===== src/rtl/limber_gnrl_pipe_dffr_pkg.sv =====
// Shared limits for the limber_gnrl pipe blocks.
// The pipe top checks its parameters against these at elaboration.
package limber_gnrl_pipe_dffr_pkg;
    localparam int DW_MIN     = 1;
    localparam int DW_MAX     = 1024;
    localparam int STAGES_MIN = 1;
    localparam int STAGES_MAX = 16;
endpackage


===== src/rtl/limber_gnrl_pipe_stage.sv =====
// One pipe slot: a valid bit plus a DW-bit payload with load enable and async reset.
// The payload only loads when the incoming valid is set, so bubbles leave it untouched.
module limber_gnrl_pipe_stage #(
    parameter int DW = 8
) (
    input  logic          clk,
    input  logic          rst,
    input  logic          load,
    input  logic          v_in,
    input  logic [DW-1:0] d_in,
    output logic          v,
    output logic [DW-1:0] d
);

    always_ff @(posedge clk or posedge rst) begin
        if (rst) begin
            v <= 1'b0;
        end else if (load) begin
            v <= v_in;
        end
    end

    always_ff @(posedge clk or posedge rst) begin
        if (rst) begin
            d <= '0;
        end else if (load && v_in) begin
            d <= d_in;
        end
    end

endmodule


===== src/rtl/limber_gnrl_pipe_dffr.sv =====
// Valid/ready register pipe of STAGES slots with bubble collapsing, flush and
// a registered occupancy count.
module limber_gnrl_pipe_dffr
    import limber_gnrl_pipe_dffr_pkg::*;
#(
    parameter int DW     = 8,
    parameter int STAGES = 2,
    parameter int CW     = $clog2(STAGES + 1)
) (
    input  logic          clk,
    input  logic          rst,
    input  logic          flush,
    input  logic          i_valid,
    output logic          i_ready,
    input  logic [DW-1:0] i_data,
    output logic          o_valid,
    input  logic          o_ready,
    output logic [DW-1:0] o_data,
    output logic [CW-1:0] count
);

    if (DW < DW_MIN || DW > DW_MAX) begin : g_bad_dw
        $error("limber_gnrl_pipe_dffr: DW out of range");
    end
    if (STAGES < STAGES_MIN || STAGES > STAGES_MAX) begin : g_bad_stages
        $error("limber_gnrl_pipe_dffr: STAGES out of range");
    end

    logic [STAGES-1:0] v;
    logic [STAGES-1:0] rdy;
    logic [STAGES-1:0] v_in;
    logic [STAGES-1:0] ld;
    logic [STAGES-1:0] v_nxt;
    logic [DW-1:0]     d [STAGES];
    logic [CW-1:0]     cnt_q;

    function automatic logic [CW-1:0] popcnt(input logic [STAGES-1:0] x);
        logic [CW-1:0] n;
        n = '0;
        for (int k = 0; k < STAGES; k++) begin
            n = n + CW'(x[k]);
        end
        return n;
    endfunction

    // A stage is ready if it is empty or everything downstream of it can move.
    always_comb begin
        logic r;
        r   = o_ready;
        rdy = '0;
        for (int k = STAGES - 1; k >= 0; k--) begin
            r      = !v[k] | r;
            rdy[k] = r;
        end
    end

    // Flush forces every stage to load a bubble, which also blocks the input.
    always_comb begin
        v_in    = '0;
        v_in[0] = i_valid & !flush;
        for (int k = 1; k < STAGES; k++) begin
            v_in[k] = v[k-1] & !flush;
        end
        ld    = rdy | {STAGES{flush}};
        v_nxt = (ld & v_in) | (~ld & v);
    end

    for (genvar k = 0; k < STAGES; k++) begin : g_stage
        logic [DW-1:0] d_src;
        if (k == 0) begin : g_src_in
            assign d_src = i_data;
        end else begin : g_src_prev
            assign d_src = d[k-1];
        end

        limber_gnrl_pipe_stage #(
            .DW (DW)
        ) u_stage (
            .clk  (clk),
            .rst  (rst),
            .load (ld[k]),
            .v_in (v_in[k]),
            .d_in (d_src),
            .v    (v[k]),
            .d    (d[k])
        );
    end

    always_ff @(posedge clk or posedge rst) begin
        if (rst) begin
            cnt_q <= '0;
        end else begin
            cnt_q <= popcnt(v_nxt);
        end
    end

    assign i_ready = rdy[0] & !flush;
    assign o_valid = v[STAGES-1];
    assign o_data  = d[STAGES-1];
    assign count   = cnt_q;

endmodule

===== config.mk =====
export PLATFORM = sky130hd
export DESIGN_NAME = limber_gnrl_pipe_dffr
export DESIGN_NICKNAME = d
export VERILOG_FILES = /design/src/rtl/limber_gnrl_pipe_dffr_pkg.sv /design/src/rtl/limber_gnrl_pipe_stage.sv /design/src/rtl/limber_gnrl_pipe_dffr.sv
export SDC_FILE = /design/constraint.sdc
export NUM_CORES = 1
export LEC_CHECK = 0
export BUFFER_PORTS_ARGS = -buffer_cell sky130_fd_sc_hd__buf_2
export CAP_MARGIN = 25
export CORE_ASPECT_RATIO = 0.7
export CORE_MARGIN = 2
export CORE_UTILIZATION = 40
export CTS_CLUSTER_SIZE = 10
export DETAILED_ROUTE_END_ITERATION = 6
export MAX_ROUTING_LAYER = met4
export PLACE_DENSITY = 0.61
export SLEW_MARGIN = 15
export SYNTH_ARGS = -nofsm -noshare
export SYNTH_HDL_FRONTEND = slang
export SYNTH_SLANG_ARGS = --single-unit

===== constraint.sdc =====
create_clock -name clk -period 1.6 [get_ports clk]
set_input_delay 0.32 -clock clk [delete_from_list [all_inputs] [get_ports clk]]
set_output_delay 0.32 -clock clk [all_outputs]
set_load 0.1 [all_outputs]

==> results of run 1 <==
[state kept, by name (all words and copies together) (netlist names)]
| register | count |
|---|---|
| count | 2 |
| g_stage.u_stage.v | 2 |
| g_stage.u_stage.d | 16 |
[critical path, cell delays in order, from the launching register on]
cell	delay (ns)
dfrtp_4	0.48
and3b_1	0.18
buf_6	0.12
nor2_4	0.10
buf_12	0.18
[Yosys cell counts (all sizes together)]
master / n / area share
mux2: 16 / 0.26
nor3b: 1 / 0.023
nor2: 7 / 0.032
and2b: 1 / 0.011
or3b: 1 / 0.011
ha: 1 / 0.015
dfrtp: 20 / 0.61
and3b: 1 / 0.011
inv: 1 / 0.0046
buf: 2 / 0.023
[cells by family (layout without fill, tap and decap cells)]
| group | Yosys count | after routing | share of synthesized area |
|---|---|---|---|
| and+or+nand+nor | 11 | 11 | 0.0873 |
| muxes | 16 | 16 | 0.257 |
| buffers and inverters | 3 | 35 | 0.0276 |
| DFF | 20 | 20 | 0.613 |
| adders and majority gates | 1 | 1 | 0.0153 |
[power groups by stage]
stage               Combinational [mW]  Clock, mW  Sequential (mW)
floorplan                        0.174          0             1.14
global placement                 0.777          0            0.660
finish                           0.796      0.416            0.654
CTS                              0.796      0.427            0.656
detailed placement               0.781          0            0.662
global route                     0.821      0.450            0.668
[per-layer routing]
metal / vias up / track usage / wire, um
met2: 19 / 0.198 / 661
met4: 0 / 0.0558 / 10
li1: 241 / - / -
met3: 2 / 0.0654 / 96
met5: - / - / 0
met1: 248 / 0.206 / 725
[cell type report]
class	count	area, um^2	area share
Clock buffer	3	22.5	0.0200
Clock inverter	1	30.0	0.0267
Inverter	1	3.75	0.00334
Multi-Input combinational cell	28	332	0.295
Sequential cell	20	504	0.448
Tap cell	22	27.5	0.0245
Timing Repair Buffer	30	205	0.182
[timing repair]
action                                  in CTS  in global routing
gates resized for setup                      4                  2
buffers inserted                             1                  0
pin swaps                                    3                  1
hold buffers                                 1                  0
endpoints found under the hold margin        2                  0
endpoints found under the setup margin       9                 18
[how the worst min path moves through the flow]
stage               from                      end  slack [ns]  cells after the start
6_report       i_data[5]  g_stage[0].u_stage.d[5]        0.23                      2
4_1_cts        i_data[5]  g_stage[0].u_stage.d[5]        0.22                      2
5_1_grt        i_data[5]  g_stage[0].u_stage.d[5]        0.21                      2
3_5_place_dp         rst  g_stage[1].u_stage.d[7]        0.19                      2
3_3_place_gp         rst  g_stage[1].u_stage.d[7]        0.18                      2
2_1_floorplan        rst                 count[0]        0.28                      1
[cell usage in the layout, fill, tap and decap left out]
cell / n
buf_2: 22
dfrtp_1: 19
mux2_4: 16
nor2_1: 6
clkbuf_4: 4
buf_12: 2
buf_6: 2
buf_4: 2
and3b_1: 1
or3b_1: 1
and2b_2: 1
nor3b_4: 1
nor2_4: 1
inv_1: 1
ha_1: 1
bufinv_16: 1
dfrtp_4: 1
dlygate4sd3_1: 1
==> results.json, run 1 <==
{
  "clock_sinks": 20,
  "cp-start-kind": "flip-flop",
  "antenna_found_initial": 0,
  "grt_usage": 0.151,
  "ir_worst_vdd_uv": 1520,
  "fin_util": 0.596,
  "start_util": 0.433,
  "pre_cts_slack_ns": -0.0267,
  "required_ns": 1.28,
  "hpwlAfterDp_um": 1080,
  "die_x_um": 58.0,
  "tightest_slew_ns": 0.487,
  "avgSynthCellArea_um2": 16.0,
  "die-area_mm2": 0.00243,
  "dp_cells": 99,
  "power.switching_uw": 805,
  "cts_tree": "done",
  "port_buffers": 24,
  "cp-startpoint": "g_stage[1].u_stage.v",
  "antenna_cells": 0,
  "cts_buffer_depth": 2,
  "route.detailed.drc": 0,
  "p_clk_frac": 0.223,
  "gp_congestion": 0.812,
  "drtAntennaViolNets": 0,
  "die_y_um": 41.8,
  "syn-cell-area_um2": 817,
  "powerDensity_mw_per_mm2": 1660,
  "synth_cell_types": 12,
  "cts_root_buf": "clkbuf_4",
  "endpoint": "i_ready",
  "min_period_ns": 1.69,
  "max_freq_mhz": 593,
  "grt_pass1_wl_um": 2520,
  "cap_violations": 0,
  "whs_ns": 0.225,
  "p_leak_nw": 0.585,
  "max_slew_margin": 0.678,
  "timing.final.hold_violations": 0,
  "finalCritPeriodShare": 1.05,
  "ios": 25,
  "synthesis.nets": 65,
  "rows": 13,
  "vias": 510,
  "fill_cells": 156,
  "switching_share": 0.431,
  "path_max_fanout": 2,
  "cts_made_buffers": 3,
  "p_int_mw": 1.06,
  "fin_skew_ns": 0.0102,
  "timing.rr.start": "g_stage[1].u_stage.v",
  "fin_area_mm2": 0.00112,
  "ys_ff_latch": 20,
  "synth-warning-count": 0,
  "h-tree-depth": 1,
  "area_growth_pct": 37.7,
  "status": "finished with violations",
  "postRouteWirelength_um": 1490,
  "setup_tns_ns": -0.412,
  "final_nets": 98,
  "coreArea_mm2": 0.00189,
  "fin_cells": 105,
  "finalMaxSlewViolations": 0,
  "drive_gt1_frac": 0.639,
  "min_path_type": "input pin to flip-flop",
  "dr.pass1.iters": 4,
  "wl_per_cell_um": 14.2,
  "fin_total_pwr_mw": 1.87,
  "clk_latency_ns": 0.31,
  "setup_slack_ns": -0.0858,
  "grt_pass1_vias": 534,
  "netlist_instances": 51,
  "ys_seq_area_frac": 0.613,
  "rr_endpoint": "g_stage[1].u_stage.d[7]",
  "crit_type": "flip-flop to output pin",
  "pwr-share-comb": 0.426,
  "reg2regPathDepth": 5,
  "rsz0062_at_grt": "true",
  "violations": "negative setup slack",
  "arrival_ns": 1.37,
  "setup_viol": 17,
  "grt_overflow_total": 0,
  "dpl_cell_area_mm2": 0.00103,
  "path_clk_slew_ns": 0.12,
  "vias_per_cell": 4.86,
  "grt_max_degree": 19,
  "endpoint_kind": "output pin",
  "rrSetupSlack_ns": -0.04,
  "seqPwrFrac": 0.351,
  "drtIter0Drc": 4
}
Power figures use the tool's default switching activity.
==> inputs of run 2 (changes only) <==
- ABC_AREA: default -> 1
- PLACE_DENSITY: 0.61 -> 0.6
==> run 2 against run 1 <==
  * The flow now finishes without violations
  * Final cell count up 34%
  * Critical path depth unchanged
  * Clock power down 31%
  * Worst hold slack got worse by 0.21 ns
  * Die area is 5.7% higher
  * Critical endpoint unchanged
  * Largest power group is now registers
==> results.json, run 2 <==
{
  "die-area_mm2": 0.00257,
  "required_ns": 1.28,
  "worstPathCellList": "nand3_4 > nand2_4 > clkinvlp_4 > buf_12",
  "min_path_type": "input pin to asynchronous set/reset pin",
  "endpoint_kind": "output pin",
  "die_x_um": 59.7,
  "synth_cell_types": 13,
  "async_flop_share": 1.00,
  "drive_gt1_frac": 0.359,
  "route.met3.wl_um": 77,
  "clk_latency_ns": 0.30,
  "final_nets": 132,
  "min_period_ns": 1.53,
  "ctsResizeCount": 0,
  "dpl_cell_area_mm2": 0.00104,
  "syn-cell-area_um2": 868,
  "yosys.area.top_type": "dfrtp_1",
  "setup_viol": 0,
  "grt_pass1_vias": 621,
  "grt_pass1_wl_um": 2780,
  "h-tree-depth": 1,
  "dr.pass1.iters": 4,
  "synthTopCellsByCount": "nand2_1 (33), dfrtp_1 (20), nand3_1 (16)",
  "arrival_ns": 1.21,
  "cap_violations": 0,
  "route.detailed.drc": 0,
  "area_growth_pct": 24.9,
  "pre_cts_slack_ns": 0.257,
  "path_max_fanout": 4,
  "fin_area_mm2": 0.00108,
  "cts_root_buf": "clkbuf_4",
  "ios": 25,
  "wl_met2_um": 752,
  "status": "complete, no violations",
  "largest_reg_flops": 16,
  "cts_buffer_depth": 2,
  "wl_per_cell_um": 11.2,
  "antenna_cells": 0,
  "clock_sinks": 20,
  "hpwlAfterDp_um": 1190,
  "synth_most_common_cell": "nand2_1",
  "rrSetupSlack_ns": 0.24,
  "vias": 649,
  "wl_met1_um": 737,
  "final_common_cell": "nand2_1",
  "postRouteWirelength_um": 1580,
  "path_clk_slew_ns": 0.11,
  "powerDensity_mw_per_mm2": 1340,
  "cts_tree": "done",
  "top_register": "g_stage.u_stage.d",
  "p_leak_nw": 0.613,
  "crit_type": "flip-flop to output pin",
  "synthesis.nets": 103,
  "grt_max_degree": 21,
  "rsz0062_at_grt": "false",
  "finalMaxSlewViolations": 0,
  "slowest_stage": "dfrtp_4",
  "coreArea_mm2": 0.00210,
  "port_buffers": 24,
  "antenna_found_initial": 0,
  "yosysTopAreaCellShare": 0.576,
  "ir_worst_vdd_uv": 431,
  "max_freq_mhz": 654,
  "drtIter0Drc": 21,
  "fin_skew_ns": 0.00859,
  "avgSynthCellArea_um2": 9.76,
  "top_layer": "met4",
  "synth_area_leaders": "dfrtp_1 (58%), nand2_1 (14%), nand3_1 (9.2%)",
  "synth-warning-count": 0,
  "die_y_um": 43.0,
  "max_stage_delay_ns": 0.52,
  "setup_slack_ns": 0.0713,
  "tightest_slew_ns": 0.485,
  "max_slew_margin": 0.679,
  "grt_usage": 0.153,
  "finalCritPeriodShare": 0.955,
  "cp-start-kind": "flip-flop",
  "netlist_instances": 89,
  "drtAntennaViolNets": 0,
  "start_util": 0.413,
  "synth_flop_cell": "dfrtp_1",
  "layout_common_cells": "nand2_1 (32), buf_2 (23), dfrtp_1 (19)",
  "gp_congestion": 0.755,
  "whs_ns": 0.0203,
  "grt_overflow_total": 0,
  "vias_per_cell": 4.60,
  "ys_ff_latch": 20,
  "cts_made_buffers": 3,
  "rows": 14,
  "timing.final.hold_violations": 0,
  "ys_seq_area_frac": 0.576,
  "synth_edf_count": 0
}
-- run 2: cell count changes after synthesis, moves of 3 or more --
cell,delta
nor2_1,-7
inv_1,+3
nand3_1,+16
nand2_1,+33
mux2_2,-8
mux2_4,-8
a21oi_1,+4
-- run 2: cell type report --
type | count | area [um^2]
Clock buffer | 4 | 36.3
Fill cell | 214 | 1020
Inverter | 6 | 26.3
Multi-Input combinational cell | 60 | 330
Sequential cell | 20 | 504
Tap cell | 24 | 30.0
Timing Repair Buffer | 27 | 158
-- run 2: per-stage QoR --
step	cells	power, mW	setup TNS [ns]	util
6_report	141	1.46	0	0.516
5_1_grt	141	1.53	0	0.516
4_1_cts	140	1.47	0	0.513
3_5_place_dp	136	1.18	0	0.495
3_3_place_gp	136	1.18	0	0.495
2_1_floorplan	89	1.09	-0.0870	-
-- run 2: power by group --
part	internal (mW)	total [mW]	switching (mW)
combinational	0.0916	0.551	0.459
sequential	0.580	0.617	0.0373
clock	0.139	0.287	0.149
total	0.810	1.46	0.645
-- run 2: timing repair --
item	CTS	global route
hold buffers	0	0
setup endpoints to repair	0	1
setup buffers	0	1
-- run 2: per-layer routing --
metal / vias to the layer above / track usage
li1: 339 / -
met4: 0 / 0.0400
met5: - / -
met1: 289 / 0.189
met3: 2 / 0.0549
met2: 19 / 0.239
-- run 2: logic make-up (layout without fill, tap and decap cells) --
logic type / after synthesis / after routing / share of synthesized area
flops: 20 / 20 / 0.576
fa+ha+maj: 1 / 1 / 0.0144
simple gates: 55 / 55 / 0.326
buf+inv: 9 / 37 / 0.0605
compound gates: 4 / 4 / 0.0231
-- run 2: final timing paths --
check,start,to,cells past startpoint
worst max-delay path,g_stage[1].u_stage.v,i_ready,4
worst min register to register,g_stage[1].u_stage.d[4],g_stage[1].u_stage.d[4],2
worst min-delay path,rst,g_stage[1].u_stage.d[6],3
min in group clk,i_data[2],g_stage[0].u_stage.d[2],3
max in group asynchronous,rst,g_stage[1].u_stage.v,3
worst max register to register,g_stage[1].u_stage.v,count[0],4
-- run 2: critical path: cells and delay by family, from the launching register on --
| kind | cells | cell delay (ns) |
|---|---|---|
| buffers and inverters | 2 | 0.23 |
| DFF | 1 | 0.52 |
| and+or+nand+nor | 2 | 0.15 |
==> inputs of run 3 (changes only) <==
- CORE_UTILIZATION: 40 -> 45
- PLACE_DENSITY: 0.6 -> 0.67
==> run 3 against run 2 <==
  * Worst hold slack better by 0.042 ns
  * Die area is 10% lower
  * Setup slack better by 0.017 ns
  * Routed wire length is 1.4% lower
  * Non-clock buffer count is 1 lower
  * Clock-buffer cell count stayed put
  * Register-to-register slack better by 0.14 ns
  * Critical path depth stayed put
  * Cell area is 1.8% lower
  * Critical path type unchanged
==> results.json, run 3 (synthesis gave the netlist of run 2 again) <==
{
  "largest_reg_flops": 16,
  "drtAntennaViolNets": 0,
  "finalCritPeriodShare": 0.945,
  "drive_gt1_frac": 0.345,
  "ir_worst_vdd_uv": 825,
  "vias_per_cell": 4.77,
  "cts_root_buf": "clkbuf_4",
  "port_buffers": 24,
  "setup_viol": 0,
  "fill_cells": 186,
  "wl_per_cell_um": 11.3,
  "required_ns": 1.28,
  "rrSetupSlack_ns": 0.38,
  "tightest_slew_ns": 0.579,
  "fin_util": 0.579,
  "pre_cts_slack_ns": 0.248,
  "cap_violations": 0,
  "clk_latency_ns": 0.30,
  "final_common_cell": "nand2_1",
  "rsz0062_at_grt": "false",
  "reg2regPathDepth": 3,
  "gp_congestion": 0.735,
  "dr.pass1.iters": 4,
  "drtIter0Drc": 14,
  "fin_skew_ns": 0.00166,
  "coreArea_mm2": 0.00184,
  "rows": 13,
  "grt_pass1_vias": 638,
  "min_period_ns": 1.51,
  "layout_common_cells": "nand2_1 (32), buf_2 (23), dfrtp_1 (19)",
  "cts_tree": "done",
  "rr_endpoint": "count[0]",
  "hpwlAfterDp_um": 1170,
  "min_path_type": "input pin to asynchronous set/reset pin",
  "postCtsHoldBufs": 0,
  "timing.rr.start": "g_stage[1].u_stage.v",
  "top_register": "g_stage.u_stage.d",
  "grt_max_degree": 17,
  "clock_sinks": 20,
  "timing.final.hold_violations": 0,
  "area_growth_pct": 22.6,
  "setup_slack_ns": 0.0883,
  "max_freq_mhz": 662,
  "cts_made_buffers": 3,
  "endpoint_kind": "output pin",
  "die_y_um": 40.8,
  "grt_overflow_total": 0,
  "cts_buffer_depth": 2,
  "die_x_um": 56.5,
  "final_nets": 131,
  "die-area_mm2": 0.00230,
  "cp-start-kind": "flip-flop",
  "p_leak_nw": 0.601,
  "start_util": 0.472,
  "crit_type": "flip-flop to output pin",
  "finalMaxSlewViolations": 0,
  "route.detailed.drc": 0,
  "cts_setup_buffers": 0,
  "grt_pass1_wl_um": 2700,
  "antenna_found_initial": 0,
  "powerDensity_mw_per_mm2": 1320,
  "h-tree-depth": 1,
  "ios": 25,
  "antenna_cells": 0,
  "grt_usage": 0.171,
  "postRouteWirelength_um": 1560,
  "path_clk_slew_ns": 0.10,
  "max_slew_margin": 0.613,
  "arrival_ns": 1.19,
  "vias": 658,
  "status": "complete, no violations",
  "path_max_fanout": 3,
  "ctsResizeCount": 0
}
==> run 3: cell types whose count changed in the layout (fill, tap and decap cells not counted) <==
cell	change
buf_4	-1
clkbuf_8	-1
clkbuf_1	+1
==> run 3: area by class of cell <==
cell class,count,area [um^2],share of cell area
timing repair buffer,26,150,0.141
inverter,6,26.3,0.0247
sequential,20,504,0.474
multi-input combinational,60,330,0.310
tap,22,27.5,0.0259
clock buffer,4,26.3,0.0247
==> run 3: worst max path at each step <==
stage | slack [ns] | to | from
floorplan | -0.09 | i_ready | g_stage[1].u_stage.v
global placement | 0.28 | i_ready | flush
detailed placement | 0.25 | i_ready | flush
CTS | 0.07 | i_ready | g_stage[1].u_stage.v
global route | 0.03 | i_ready | g_stage[1].u_stage.v
finish | 0.09 | i_ready | g_stage[1].u_stage.v
==> run 3: power breakdown <==
part | internal [mW] | switching (mW) | leakage (nW)
registers | 0.580 | 0.0375 | 0.253
logic | 0.0898 | 0.460 | 0.333
clock network | 0.0972 | 0.142 | 0.0150
==> run 3: routing by layer <==
metal / part of all wire / up-vias / wire length [um] / global-route usage
met1: 0.45 / 301 / 700 / 0.177
met3: 0.063 / 2 / 98 / 0.0662
met5: 0 / - / 0 / -
li1: - / 335 / - / -
met4: 0.013 / 0 / 21 / 0.0536
met2: 0.47 / 20 / 739 / 0.317
==> run 3: stage by stage <==
step / TNS, ns / hold slack, ns / total power [mW] / cells / area [um^2]
after CTS: 0 / 0.0767 / 1.42 / 138 / 1060
after global routing: 0 / 0.121 / 1.47 / 138 / 1060
after global placement: 0 / 0.411 / 1.17 / 134 / 1040
after floorplan: -0.0870 / 0.284 / 1.09 / 89 / 891
after detailed placement: 0 / 0.409 / 1.18 / 134 / 1040
final: 0 / 0.0627 / 1.41 / 138 / 1060
==> run 3: critical path, stage by stage, from the launching register on <==
cell and delay, ns:
dfrtp_4 0.51, nand3_4 0.09, nand2_4 0.05, clkinvlp_4 0.07, buf_12 0.17
